## config.mk

```make
export PLATFORM = sky130hd
export DESIGN_NAME = mul_share_arb_flat
export DESIGN_NICKNAME = d
export VERILOG_FILES = /design/src/rtl/mul_share_arb_pkg.sv /design/src/rtl/mul_share_arb_if.sv /design/src/rtl/mul_share_arb_dsp.sv /design/src/rtl/mul_share_arb.sv /design/src/flat_wrapper.sv
export SDC_FILE = /design/constraint.sdc
export NUM_CORES = 1
export LEC_CHECK = 0
export ABC_AREA = 1
export BUFFER_PORTS_ARGS = -buffer_cell sky130_fd_sc_hd__buf_2
export CAP_MARGIN = 20
export CORE_MARGIN = 2
export CORE_UTILIZATION = 55
export DETAILED_ROUTE_END_ITERATION = 8
export PLACE_DENSITY = 0.77
export SLEW_MARGIN = 20
export SYNTH_ARGS = -nofsm -noshare
export SYNTH_HDL_FRONTEND = slang
export SYNTH_SLANG_ARGS = --single-unit
export TNS_END_PERCENT = 1
```

## constraint.sdc

```tcl
create_clock -name clk -period 7.05 [get_ports clk]
set_clock_uncertainty 0.2 [all_clocks]
set_input_delay 1.41 -clock clk [delete_from_list [all_inputs] [get_ports clk]]
set_output_delay 1.41 -clock clk [all_outputs]
set_load 0.03 [all_outputs]
```

## src/rtl/mul_share_arb_pkg.sv

```systemverilog
// mul_share_arb_pkg: widths, pipeline depth and operand slicing shared by the multiplier arbiter.
package mul_share_arb_pkg;
    localparam int OPW = 16;
    localparam int PW = 24;
    localparam int MUL_LAT = 3;

    function automatic int op_lo(input int i);
        return i * OPW;
    endfunction
endpackage

```

## src/rtl/mul_share_arb_if.sv

```systemverilog
// mul_share_arb_if: requester operand handshake and result handshake bundle.
interface mul_share_arb_if #(
    parameter int NREQ = 4,
    parameter int IDW = 2
);
    import mul_share_arb_pkg::*;
    logic [NREQ-1:0] req_valid;
    logic [NREQ-1:0] req_ready;
    logic [NREQ*OPW-1:0] req_a;
    logic [NREQ*OPW-1:0] req_b;
    logic res_valid;
    logic res_ready;
    logic [IDW-1:0] res_id;
    logic [PW-1:0] res_p;
    logic busy;
    modport master (
        output req_valid, req_a, req_b, res_ready,
        input req_ready, res_valid, res_id, res_p, busy
    );
    modport slave (
        input req_valid, req_a, req_b, res_ready,
        output req_ready, res_valid, res_id, res_p, busy
    );
endinterface

```

## src/rtl/mul_share_arb_dsp.sv

```systemverilog
// mul_share_arb_dsp: three-register signed 16x16 multiply truncated to 24 bits, stalled by ce.
module mul_share_arb_dsp
    import mul_share_arb_pkg::*;
(
    input  logic                  clk,
    input  logic                  ce,
    input  logic signed [OPW-1:0] a,
    input  logic signed [OPW-1:0] b,
    output logic        [PW-1:0]  p
);
    logic signed [OPW-1:0] a_q;
    logic signed [OPW-1:0] b_q;
    logic [PW-1:0] m_q;
    always_ff @(posedge clk) begin
        if (ce) begin
            a_q <= a;
            b_q <= b;
            m_q <= PW'(32'(a_q) * 32'(b_q));
            p <= m_q;
        end
    end
endmodule

```

## src/rtl/mul_share_arb.sv

```systemverilog
// mul_share_arb: round-robin arbiter feeding one shared pipelined multiplier with id tracking.
module mul_share_arb #(
    parameter int NREQ = 4,
    parameter int IDW = 2,
    parameter int MUL_LAT = mul_share_arb_pkg::MUL_LAT
) (
    input logic clk,
    input logic reset,
    mul_share_arb_if.slave bus
);
    import mul_share_arb_pkg::*;
    logic [IDW-1:0] last_grant;
    logic [IDW-1:0] gid;
    logic [IDW-1:0] idx;
    logic found;
    logic ce;
    logic [MUL_LAT-1:0] v;
    logic [IDW-1:0] id_q [MUL_LAT];
    logic [OPW-1:0] op_a;
    logic [OPW-1:0] op_b;

    assign ce = !v[MUL_LAT-1] || bus.res_ready;

    always_comb begin
        found = 1'b0;
        gid = last_grant;
        idx = last_grant;
        for (int i = 1; i <= NREQ; i++) begin
            idx = IDW'((int'(last_grant) + i) % NREQ);
            if (!found && bus.req_valid[idx]) begin
                found = 1'b1;
                gid = idx;
            end
        end
    end

    // Gating with reset keeps req_ready low while the chain is held cleared.
    assign bus.req_ready = (found && ce && reset) ? NREQ'(1) << gid : '0;
    assign op_a = bus.req_a[op_lo(int'(gid)) +: OPW];
    assign op_b = bus.req_b[op_lo(int'(gid)) +: OPW];

    always_ff @(posedge clk or negedge reset) begin
        if (!reset) begin
            v <= '0;
            last_grant <= IDW'(NREQ - 1);
        end else if (ce) begin
            v <= {v[MUL_LAT-2:0], found};
            if (found) last_grant <= gid;
        end
    end

    always_ff @(posedge clk) begin
        if (ce) begin
            id_q[0] <= gid;
            for (int i = 1; i < MUL_LAT; i++) id_q[i] <= id_q[i-1];
        end
    end

    mul_share_arb_dsp u_dsp (
        .clk(clk),
        .ce(ce),
        .a(op_a),
        .b(op_b),
        .p(bus.res_p)
    );

    assign bus.res_valid = v[MUL_LAT-1];
    assign bus.res_id = id_q[MUL_LAT-1];
    assign bus.busy = |v;
endmodule

```

## src/flat_wrapper.sv

```systemverilog
// flat-port wrapper written by rule: the top's interface ports become plain ports
module mul_share_arb_flat import mul_share_arb_pkg::*;
#(
    parameter int NREQ = 4,
    parameter int IDW = 2,
    parameter int MUL_LAT = mul_share_arb_pkg::MUL_LAT
)
  (clk, reset, bus_req_valid, bus_req_a, bus_req_b, bus_res_ready, bus_req_ready, bus_res_valid, bus_res_id, bus_res_p, bus_busy);
  mul_share_arb_if #(.NREQ(NREQ), .IDW(IDW)) bus_i ();
  input logic clk;
  input logic reset;
  input wire logic [$bits(bus_i.req_valid)-1:0] bus_req_valid;
  input wire logic [$bits(bus_i.req_a)-1:0] bus_req_a;
  input wire logic [$bits(bus_i.req_b)-1:0] bus_req_b;
  input wire logic [$bits(bus_i.res_ready)-1:0] bus_res_ready;
  output wire logic [$bits(bus_i.req_ready)-1:0] bus_req_ready;
  output wire logic [$bits(bus_i.res_valid)-1:0] bus_res_valid;
  output wire logic [$bits(bus_i.res_id)-1:0] bus_res_id;
  output wire logic [$bits(bus_i.res_p)-1:0] bus_res_p;
  output wire logic [$bits(bus_i.busy)-1:0] bus_busy;
  assign bus_i.req_valid = bus_req_valid;
  assign bus_i.req_a = bus_req_a;
  assign bus_i.req_b = bus_req_b;
  assign bus_i.res_ready = bus_res_ready;
  assign bus_req_ready = bus_i.req_ready;
  assign bus_res_valid = bus_i.res_valid;
  assign bus_res_id = bus_i.res_id;
  assign bus_res_p = bus_i.res_p;
  assign bus_busy = bus_i.busy;
  mul_share_arb #(.NREQ(NREQ), .IDW(IDW), .MUL_LAT(MUL_LAT)) u_core (.clk(clk), .reset(reset), .bus(bus_i));
endmodule
```

* Word level (Yosys, flattened, before mapping)
Memories as Yosys holds them, arrays and structs flattened. Cells that the tools add are included.
Storage, ports and cells: flip-flop bits (word level) 85, RAM bits 6, input port bits 135, output and inout bits 32, logic and storage cells 50, memories kept 1
Operators by class: $add $sub $neg 4, $mul 1, magnitude comparators 4, shift-type cells 3, muxes and demuxes 19, reductions and logical operators 12
Memories:
- u_core.id_q | depth 3, width 2, rd ports 3, clocked after Yosys merged registers in 0, wr ports 3, line mul_share_arb.sv:18 | logic [IDW-1:0] id_q [MUL_LAT];
Operators by type and width (number):
- indexed part select 64 x 7 -> 16 bit | 2
- multiplier 16 x 16 -> 24 bit | 1
- less-than comparator 2 x 3 -> 1 bit, second input constant | 4
- two-way mux 1 bit | 10
- binary-select mux 1 bit (select 2 bit) | 4
- two-way mux 2 bit | 4
- logical AND 1 bit | 5
- adder 2 x 1 -> 2 bit, second input constant | 2
- adder 2 bit, second input constant | 2
- zero test 1 bit | 4
- two-way mux 4 bit | 1
- left shift 1 x 2 -> 4 bit, first input constant | 1
- OR reduction 3 bit | 1
- AND reduction 2 bit | 1
- logical OR 1 bit | 1

* Longest topological paths before layout
Gate-level depths: netlist (run 1).
depth in word-level cells 16, gate-level depth with buffers 27, mapped depth without buffers 26

* By module
From an unflattened synthesis (run 1), not the netlist that was laid out.
Second synthesis, totals: cells, all modules 1616, area, all modules 13095.1 um2
Modules (own cells, without submodules):
- mul_share_arb_dsp | times used 1, cells each 1162, area each 10453.8 um2, sequential area each 2402.3 um2
- mul_share_arb | times used 1, cells each 454, area each 2641.3 um2, sequential area each 307.8 um2

* Worst setup path before layout (run 1)
No wires, ideal clock.
path kind input to output, start point input bus_res_ready, end point output bus_req_ready[0], arrival time 5310 ps, required time 5440 ps, path slack 130 ps, stages on the path 4, path buffers 1, cells stage by stage or2_2 clkbuf_1 nand3_1 nor3_1
Between the ends: word-level cells in the longest chain between the ends 4
RTL lines:
- start, declared | line flat_wrapper.sv:15 | input wire logic [$bits(bus_i.res_ready)-1:0] bus_res_ready;
- logical OR 1 bit | line mul_share_arb.sv:22 | assign ce = !v[MUL_LAT-1] || bus.res_ready;
- via u_core.ce | line mul_share_arb.sv:16 | logic ce;
- logical AND 1 bit (2 in a row) | line mul_share_arb.sv:38 | assign bus.req_ready = (found && ce && reset) ? NREQ'(1) << gid : '0;
- two-way mux 4 bit | line mul_share_arb.sv:38
- end, declared | line flat_wrapper.sv:16 | output wire logic [$bits(bus_i.req_ready)-1:0] bus_req_ready;
The timed path passes the listed nets, and every way through them passes these cells.

* Worst setup path after layout (run 1)
start point register u_core.u_dsp.b_q[7], end point register u_core.u_dsp.m_q[19], data pin
Between the ends: word-level cells in the longest chain between the ends 1
RTL lines:
- start, declared | line mul_share_arb_dsp.sv:12 | logic signed [OPW-1:0] b_q;
- start signal, assigned | line mul_share_arb_dsp.sv:17 | b_q <= b;
- multiplier 16 x 16 -> 24 bit | line mul_share_arb_dsp.sv:18 | m_q <= PW'(32'(a_q) * 32'(b_q));
- end signal, assigned | line mul_share_arb_dsp.sv:18
- end, declared | line mul_share_arb_dsp.sv:13 | logic [PW-1:0] m_q;
Every way passes these cells. A chain may end at the register's enable or synchronous reset.

==> results of run 1 <==
[final cells by class]
type / count / area [um^2] / share of cell area
multi-input cells: 1047 / 7940 / 0.581
flip-flops and latches: 91 / 2710 / 0.198
clock buffers: 11 / 233 / 0.0170
repair buffers: 171 / 868 / 0.0636
clock inverters: 5 / 38.8 / 0.00284
well taps: 285 / 357 / 0.0261
inverters: 402 / 1510 / 0.111
[critical path: cells and delay by family, from the launching register on]
kind                     cells  cell delay (ns)
XOR/XNOR                     1             0.13
AO/OA/AOI/OAI                1             0.11
AND/OR/NAND/NOR              6             1.01
flip-flops                   1             0.88
buffers and inverters        5             0.25
adder cells (fa/ha/maj)      7             3.39
[stage by stage]
step                std cells  hold slack (ns)  setup slack [ns]
CTS                      2012            0.220             0.835
detailed placement       1996            0.205             0.857
floorplan                1609            0.200             0.130
global route             2012            0.223             0.476
global placement         1996            0.201             0.870
finish                   2012            0.219             0.828
[layer usage]
metal	up-vias	global-route usage	wire length [um]
li1	4869	-	-
met1	4492	0.336	12000
met2	439	0.427	13100
met3	61	0.0370	2190
met4	0	0.0957	918
met5	-	0	0
[logic make-up (layout without fill, tap and decap cells)]
group | after synthesis | count (layout) | share of synthesized area
AOI/OAI and AO/OA | 52 | 52 | 0.0232
xor gates and xnor gates | 24 | 24 | 0.0168
adders and majority gates | 260 | 260 | 0.373
buffers and inverters | 471 | 589 | 0.148
DFF | 91 | 91 | 0.217
and+or+nand+nor | 711 | 711 | 0.222
[registers in the layout (all words and copies together) (netlist names)]
| signal | count |
|---|---|
| u_core.id_q | 6 |
| u_core.last_grant | 2 |
| u_core.u_dsp.a_q | 16 |
| u_core.u_dsp.b_q | 16 |
| u_core.u_dsp.m_q | 24 |
| u_core.u_dsp.p | 24 |
| u_core.v | 3 |
[worst max-delay path by stage]
stage / slack [ns] / end / startpoint
final: 0.83 / u_core.u_dsp.m_q[19] / u_core.u_dsp.b_q[7]
after global placement: 0.87 / u_core.u_dsp.m_q[19] / u_core.u_dsp.b_q[7]
after detailed placement: 0.86 / u_core.u_dsp.m_q[19] / u_core.u_dsp.b_q[7]
after floorplan: 0.13 / bus_req_ready[0] / bus_res_ready
after global routing: 0.48 / u_core.u_dsp.m_q[17] / u_core.u_dsp.b_q[7]
after CTS: 0.83 / u_core.u_dsp.m_q[19] / u_core.u_dsp.b_q[7]
[placed cells by master, fill, tap and decap left out, types with 2 or more instances in the layout]
| master | instances |
|---|---|
| o21ai_0 | 17 |
| nand4_1 | 5 |
| dfstp_2 | 2 |
| ha_1 | 73 |
| dfrtp_1 | 3 |
| clkinv_1 | 2 |
| o21ai_2 | 3 |
| nor4_1 | 2 |
| o21ai_1 | 2 |
| a21oi_1 | 22 |
| buf_4 | 5 |
| inv_1 | 399 |
| clkbuf_16 | 9 |
| xor2_1 | 16 |
| nand2_2 | 5 |
| nand2_1 | 627 |
| fa_1 | 187 |
| xnor2_1 | 8 |
| edfxtp_1 | 86 |
| nand3_1 | 32 |
| o21bai_1 | 3 |
| clkbuf_1 | 2 |
| nor3_1 | 4 |
| nor3_2 | 2 |
| clkinvlp_4 | 4 |
| or2_2 | 4 |
| nor2_1 | 27 |
| buf_2 | 166 |
==> out/results.txt, run 1 <==
outcome - finished clean
critical path, cell by cell - nand2_1 > fa_1 > inv_1 > fa_1 > inv_1 > fa_1 > inv_1 > fa_1 > fa_1 > inv_1 > fa_1 > inv_1 > ha_1 > nand2_1 > nor2_1 > nor3b_1 > nand2_1 > nand3_1 > a21oi_1 > xnor2_1
mapped cell area - 12,500 um^2
setup TNS - 0 ns
worst r2r src - u_core.u_dsp.b_q[7]
Starting Density - 0.557
CTS Buffer Depth - 2
antenna violations before repair - 0
# fillers - 1,986
Slew @ Worst Pin - 0.961 ns
cells on worst reg2reg path - 20
Critical-path top delay cell - edfxtp_1
post-synth top area share - 0.300
die area - 23,900 um^2
Post-Synthesis Cells - 1,609
CP arrival - 6.12 ns
CTS tree - done
RSZ-0062 raised after global routing - false
Die Wd - 155 um
top-count cell post-synth - nand2_1
Final Hold Violating Endpoints - 0
CP required - 6.95 ns
ratio of cells with drive above 1 in the final layout - 0.118
Final Setup Violations - 0
Crit path top cell by count - fa_1
synth top area cells - fa_1 (30%), edfxtp_1 (21%), nand2_1 (19%), inv_1 (12%), ha_1 (7.3%)
core area - 22,400 um^2
Worst setup SP type - flip-flop
clock latency on the worst-skew pair - 0.35 ns
Yosys warning count - 0
CTS Hold Buffers Added - 0
DRC violations left - 0
DR iter-0 viols - 604
Unique masters post-synth - 37
row count - 55
1st-pass router iterations - 6
Setup Crit Path Kind - reg -> reg
root buffer cell - clkbuf_16
area delta synth->final - 9.33%
predominant post-synthesis flop cell - edfxtp_1
number of global-route vias before repair - 10.1k
largest net degree at the start of global routing - 66
via count - 9,861
Avg Inst Size Synth - 7.76 um^2
Max Cap Viol - 0
Port Buffers - 166
Num CTS Buffers - 9
GRT Util Overall - 0.254
DR vias/cell - 4.90
CP peak stage delay - 0.88 ns
routed length per instance - 14.0 um
Antenna Diode Count - 0
Final Cycle Share - 0.883
DRT antenna net count - 0
hold_sp - u_core.u_dsp.m_q[11]
Finished Cell Area - 13,700 um^2
clk sinks - 91
EDFF count, synth - 86
Hold Crit Endpoint - u_core.u_dsp.p[11]
CTS resizes - 0
Synth Register Bits - 91
syn nets - 2,004
routed wire length - 28,200 um
flop-to-flop setup slack - 0.83 ns
Post-synth top cells - nand2_1 (627), inv_1 (399), fa_1 (187)
Tmin final - 6.22 ns
Async SR Flop Fraction - 0.0549
hpwl dp - 23,200 um
I/O Pins - 167
Slew Viols, Final - 0
hold path cells - 0
first-pass GRT wire length - 48,500 um
placed instance area - 13,400 um^2
GP Congestion - 0.933
die extent in y - 155 um
post-synth top area cell - fa_1
Hold Crit Class - reg -> reg
slew margin rel. - 0.355
Final #Nets - 2,117
FMAX - 161 MHz
worst-path fanout max - 18
Worst-path clk slew - 0.06 ns
Congestion Overflow GR - 0
Setup crit end kind - flip-flop
H-tree Lvls - 3
Seq/Total Area, Yosys - 0.217
Post-CTS Setup Bufs - 0
r2r endpoint - u_core.u_dsp.m_q[19]
Util after Layout - 0.609
Power of run 1 is not shown: default switching activity piles up to over one toggle a cycle in this logic, so the estimate is an artifact.
==> inputs of run 2 (changes only) <==
--- a/config.mk
+++ b/config.mk
@@ -5,7 +5,6 @@
 export SDC_FILE = /design/constraint.sdc
 export NUM_CORES = 1
 export LEC_CHECK = 0
-export ABC_AREA = 1
 export BUFFER_PORTS_ARGS = -buffer_cell sky130_fd_sc_hd__buf_2
 export CAP_MARGIN = 20
 export CORE_MARGIN = 2
==> out/results.txt, run 2 <==
Final Cycle Share - 0.904
die area - 22,100 um^2
routed length per instance - 16.4 um
area delta synth->final - 11.6%
Unique masters post-synth - 48
commonest non-fill, non-tap cell in the layout - inv_1
row count - 52
Post-synth top cells - inv_1 (261), fa_1 (187), nand2_1 (120)
Critical-path top delay cell - edfxtp_1
root buffer cell - clkbuf_16
hpwl dp - 19,600 um
top-count cell post-synth - inv_1
slew margin rel. - 0.455
number of global-route vias before repair - 8,610
setup TNS - 0 ns
Crit path top cell by count - fa_1
Hold Crit Class - reg -> reg
core area - 20,400 um^2
clock latency on the worst-skew pair - 0.36 ns
largest net degree at the start of global routing - 65
EDFF count, synth - 86
synth top area cells - fa_1 (32%), edfxtp_1 (22%), inv_1 (8.5%), ha_1 (7.9%), and2_1 (5.9%)
Tmin final - 6.37 ns
worst-path fanout max - 16
Final #Nets - 1,602
Regs by FF count - u_core.u_dsp.m_q x24, u_core.u_dsp.p x24
die extent in y - 149 um
Setup Crit Path Kind - reg -> reg
ratio of cells with drive above 1 in the final layout - 0.183
Seq/Total Area, Yosys - 0.235
DRC violations left - 0
CP arrival - 6.27 ns
post-synth top area share - 0.325
antenna violations before repair - 0
1st-pass router iterations - 5
Starting Density - 0.564
CTS resizes - 0
I/O Pins - 167
most frequent cells in the layout - inv_1 (261), fa_1 (187), buf_2 (166)
Antenna Diode Count - 0
Final Hold Violating Endpoints - 0
routed wire length - 24,400 um
Congestion Overflow GR - 0
Die Wd - 149 um
Worst setup SP type - flip-flop
Yosys warning count - 0
first-pass GRT wire length - 41,500 um
Avg Inst Size Synth - 10.8 um^2
Slew Viols, Final - 0
Final Setup Violations - 0
Max Cap Viol - 0
DRT antenna net count - 0
post-synth top area cell - fa_1
Setup crit end kind - flip-flop
Synth Register Bits - 91
CP required - 6.95 ns
CTS Buffer Depth - 2
CTS Hold Buffers Added - 0
Post-Synthesis Cells - 1,069
via count - 7,843
Async SR Flop Fraction - 0.0549
syn nets - 1,464
Num CTS Buffers - 9
mapped cell area - 11,500 um^2
critical path, cell by cell - and2_1 > inv_1 > fa_1 > inv_1 > fa_1 > fa_1 > fa_1 > fa_1 > inv_1 > fa_1 > inv_1 > ha_1 > a21oi_1 > nor2_1 > nor4_1 > nand2b_1 > o21ai_0 > xnor2_1
DR vias/cell - 5.29
predominant post-synthesis flop cell - edfxtp_1
CTS tree - done
DR iter-0 viols - 436
Slew @ Worst Pin - 0.817 ns
flop-to-flop setup slack - 0.68 ns
Port Buffers - 166
GRT Util Overall - 0.242
H-tree Lvls - 3
CP peak stage delay - 0.72 ns
RSZ-0062 raised after global routing - false
Post-CTS Setup Bufs - 0
GP Congestion - 0.927
clk sinks - 91
Worst-path clk slew - 0.08 ns
outcome - finished clean
FMAX - 157 MHz
run 2: cell types whose count changed after synthesis, moves of 5 or more:
| cell | before | now |
|---|---|---|
| and2_1 | 0 | 108 |
| buf_2 | 9 | 2 |
| clkbuf_1 | 50 | 34 |
| inv_1 | 399 | 261 |
| mux4_1 | 0 | 12 |
| mux4_2 | 0 | 20 |
| nand2_1 | 627 | 120 |
| nand2_2 | 5 | 0 |
| nand2b_1 | 0 | 10 |
| nand3_1 | 32 | 2 |
| nor2_1 | 27 | 22 |
| or2_2 | 5 | 0 |
| xnor2_1 | 8 | 32 |
| xor2_1 | 16 | 5 |
run 2: final timing paths:
kind                                   endpoint                  from  cells past startpoint
min in group asynchronous           u_core.v[0]                 reset                      1
max in group asynchronous  u_core.last_grant[1]                 reset                      1
setup reg to reg           u_core.u_dsp.m_q[23]   u_core.u_dsp.b_q[2]                     18
hold / removal               u_core.u_dsp.p[18]  u_core.u_dsp.m_q[18]                      0
setup / recovery           u_core.u_dsp.m_q[23]   u_core.u_dsp.b_q[2]                     18
hold reg to reg              u_core.u_dsp.p[18]  u_core.u_dsp.m_q[18]                      0
run 2: kinds of logic after synthesis:
family,share of synthesized area
adder cells (fa/ha/maj),0.404
XOR/XNOR,0.0281
AND/OR/NAND/NOR,0.121
flip-flops,0.235
buffers and inverters,0.101
multiplexers,0.0694
AO/OA/AOI/OAI,0.0415
run 2: critical path: cells and delay by family (launching register included):
family / cells / cell delay, ns
fa+ha+maj: 7 / 3.62
buf+inv: 4 / 0.29
simple gates: 4 / 0.79
compound gates: 2 / 0.39
xor+xnor: 1 / 0.08
flops: 1 / 0.72
run 2: final cells by class:
cell class              count  area, um^2
clock buffers               9         225
clock inverters             7         103
fillers                  1640        7570
inverters                 262         983
multi-input cells         675        7660
flip-flops and latches     91        2710
well taps                 270         338
repair buffers            168         846
run 2: stage by stage:
stage	area, um^2	setup slack, ns	utilization	std cells	hold slack [ns]
2_1_floorplan	11500	1.09	-	1069	0.200
3_3_place_gp	12500	0.794	0.613	1466	0.201
3_5_place_dp	12500	0.650	0.613	1466	0.205
4_1_cts	12900	0.660	0.630	1482	0.219
5_1_grt	12900	0.338	0.630	1482	0.227
6_report	12900	0.677	0.630	1482	0.217
run 2: layer usage:
layer | global-route usage | wire length (um) | share of wire
met4 | 0.107 | 950 | 0.039
met3 | 0.0425 | 1790 | 0.073
met5 | 0 | 0 | 0
met1 | 0.299 | 9480 | 0.39
met2 | 0.420 | 12200 | 0.50
Power of run 2 is left out for the same reason.
==> inputs of run 3 (changes only) <==
--- a/config.mk
+++ b/config.mk
@@ -8,11 +8,12 @@
 export BUFFER_PORTS_ARGS = -buffer_cell sky130_fd_sc_hd__buf_2
 export CAP_MARGIN = 20
 export CORE_MARGIN = 2
-export CORE_UTILIZATION = 55
+export CORE_UTILIZATION = 60
 export DETAILED_ROUTE_END_ITERATION = 8
-export PLACE_DENSITY = 0.77
+export PLACE_DENSITY = 0.83
 export SLEW_MARGIN = 20
 export SYNTH_ARGS = -nofsm -noshare
 export SYNTH_HDL_FRONTEND = slang
+export SYNTH_HIERARCHICAL = 1
 export SYNTH_SLANG_ARGS = --single-unit
 export TNS_END_PERCENT = 1
==> out/results.txt, run 3 <==
XOR/XNOR Fraction of Synth Area - 0.0290
Starting Density - 0.614
Setup crit end kind - flip-flop
Unique masters post-synth - 57
clk sinks - 91
adder-cell share of the synthesized area - 0.402
worst hold margin - 0.219 ns
largest net degree at the start of global routing - 69
I/O Pins - 167
largest family of logic cells by synthesized area - adder cells
Num CTS Buffers - 9
setup TNS - 0 ns
row count - 50
Post-CTS Setup Bufs - 0
Max Cap Viol - 0
via count - 8,664
routed length per instance - 16.3 um
Final Cycle Share - 0.876
die area - 20,400 um^2
RSZ-0062 raised after global routing - false
routed wire length - 25,900 um
CTS Buffer Depth - 2
slew margin rel. - 0.549
most frequent cells in the layout - inv_1 (238), nand2_1 (195), fa_1 (187)
Final Hold Violating Endpoints - 0
hpwl dp - 20,100 um
outcome - finished clean
top-count cell post-synth - inv_1
Antenna Diode Count - 0
Regs by FF count - u_core/u_dsp/m_q x24, u_core/u_dsp/p x24
Hold Crit Class - reg -> reg
Port Buffers - 166
DRT antenna net count - 0
Synth Register Bits - 91
Slew @ Worst Pin - 0.677 ns
GRT Util Overall - 0.275
FMAX - 162 MHz
Congestion Overflow GR - 0
Post-Synthesis Cells - 1,199
die extent in y - 143 um
Avg Inst Size Synth - 9.65 um^2
root buffer cell - clkbuf_16
DR iter-0 viols - 565
post-synthesis simple-gate area fraction - 0.144
H-tree Lvls - 3
Slew Viols, Final - 0
EDFF count, synth - 86
synth top area cells - fa_1 (32%), edfxtp_1 (22%), ha_1 (7.9%), inv_1 (7.7%), nand2_1 (6.4%)
Final Setup Violations - 0
ratio of cells with drive above 1 in the final layout - 0.154
clock latency on the worst-skew pair - 0.37 ns
post-synthesis mux area share - 0.00270
GP Congestion - 0.892
Worst setup SP type - flip-flop
cells on worst reg2reg path - 19
number of global-route vias before repair - 9,309
# fillers - 1,350
Die Wd - 143 um
DR vias/cell - 5.46
CP required - 6.96 ns
Final #Nets - 1,718
Util after Layout - 0.681
Synth Area in Compound Gates - 0.0866
hold path cells - 0
Tmin final - 6.18 ns
commonest non-fill, non-tap cell in the layout - inv_1
Post-synth top cells - inv_1 (238), nand2_1 (196), fa_1 (187)
first-pass GRT wire length - 43,200 um
1st-pass router iterations - 5
post-synth top area cell - fa_1
Setup Crit Path Kind - reg -> reg
area delta synth->final - 10.8%
Worst-path clk slew - 0.07 ns
predominant post-synthesis flop cell - edfxtp_1
DRC violations left - 0
post-synth top area share - 0.324
CTS Hold Buffers Added - 0
Seq/Total Area, Yosys - 0.234
worst-path fanout max - 16
mapped cell area - 11,600 um^2
CTS resizes - 0
antenna violations before repair - 0
CTS tree - done
CP arrival - 6.09 ns
core area - 18,800 um^2
syn nets - 1,594
Async SR Flop Fraction - 0.0549
Yosys warning count - 6
run 3: cell count changes after synthesis, sizes merged, moves of 4 or more:
cell and delta:
and2 -9, a21oi +60, inv -22, a22oi +33
xnor2 -6, mux4 -32, nor3 +4, nand2 +77
buf +17
run 3: kinds of logic after synthesis:
logic type / count (synthesis)
compound gates: 161
flops: 91
simple gates: 351
xor+xnor: 35
fa+ha+maj: 260
buf+inv: 298
mux: 3
run 3: final cells by class:
cell class                 count  area [um^2]  share of cell area
multi-input combinational    810         7700               0.600
sequential                    91         2710               0.211
inverter                     240          901              0.0703
timing repair buffer         171          881              0.0687
tap                          260          325              0.0254
clock buffer                  10          239              0.0186
clock inverter                 6         66.3             0.00517
run 3: metal layers:
metal | wire length (um) | vias to the layer above | global-route usage
met5 | 0 | - | 0
met4 | 843 | 0 | 0.103
met3 | 2050 | 64 | 0.0446
met2 | 13200 | 421 | 0.498
met1 | 9850 | 4214 | 0.330
li1 | - | 3965 | -
run 3: through the flow:
stage	area, um^2	setup WS [ns]	instances
after floorplan	11600	1.38	1199
after global placement	12500	1.09	1571
after detailed placement	12500	0.959	1571
after CTS	12800	0.904	1587
after global routing	12800	0.645	1588
final	12800	0.873	1588
run 3: final timing paths:
path                                 startpoint              endpoint  slack, ns
max                         u_core/u_dsp/b_q[1]  u_core/u_dsp/m_q[23]       0.87
min reg2reg                u_core/u_dsp/m_q[10]    u_core/u_dsp/p[10]       0.22
min                        u_core/u_dsp/m_q[10]    u_core/u_dsp/p[10]       0.22
max in group asynchronous                 reset  u_core/last_grant[1]       5.78
min in group asynchronous                 reset           u_core/v[1]       0.65
max reg2reg                 u_core/u_dsp/b_q[1]  u_core/u_dsp/m_q[23]       0.87
run 3: worst max-delay path, stage by stage (launching register included):
cell and delay [ns]:
edfxtp_1 0.75, nand2_1 0.20, inv_1 0.16, fa_1 0.43, inv_1 0.10, fa_1 0.41, fa_1 0.52, inv_1 0.06
fa_1 0.49, fa_1 0.50, inv_1 0.05, fa_1 0.48, inv_1 0.05, ha_1 0.34, a21o_1 0.21, a21o_1 0.19
o21ai_1 0.28, o211a_2 0.29, o21ai_1 0.08, xnor2_1 0.13
Power of run 3 is left out for the same reason.
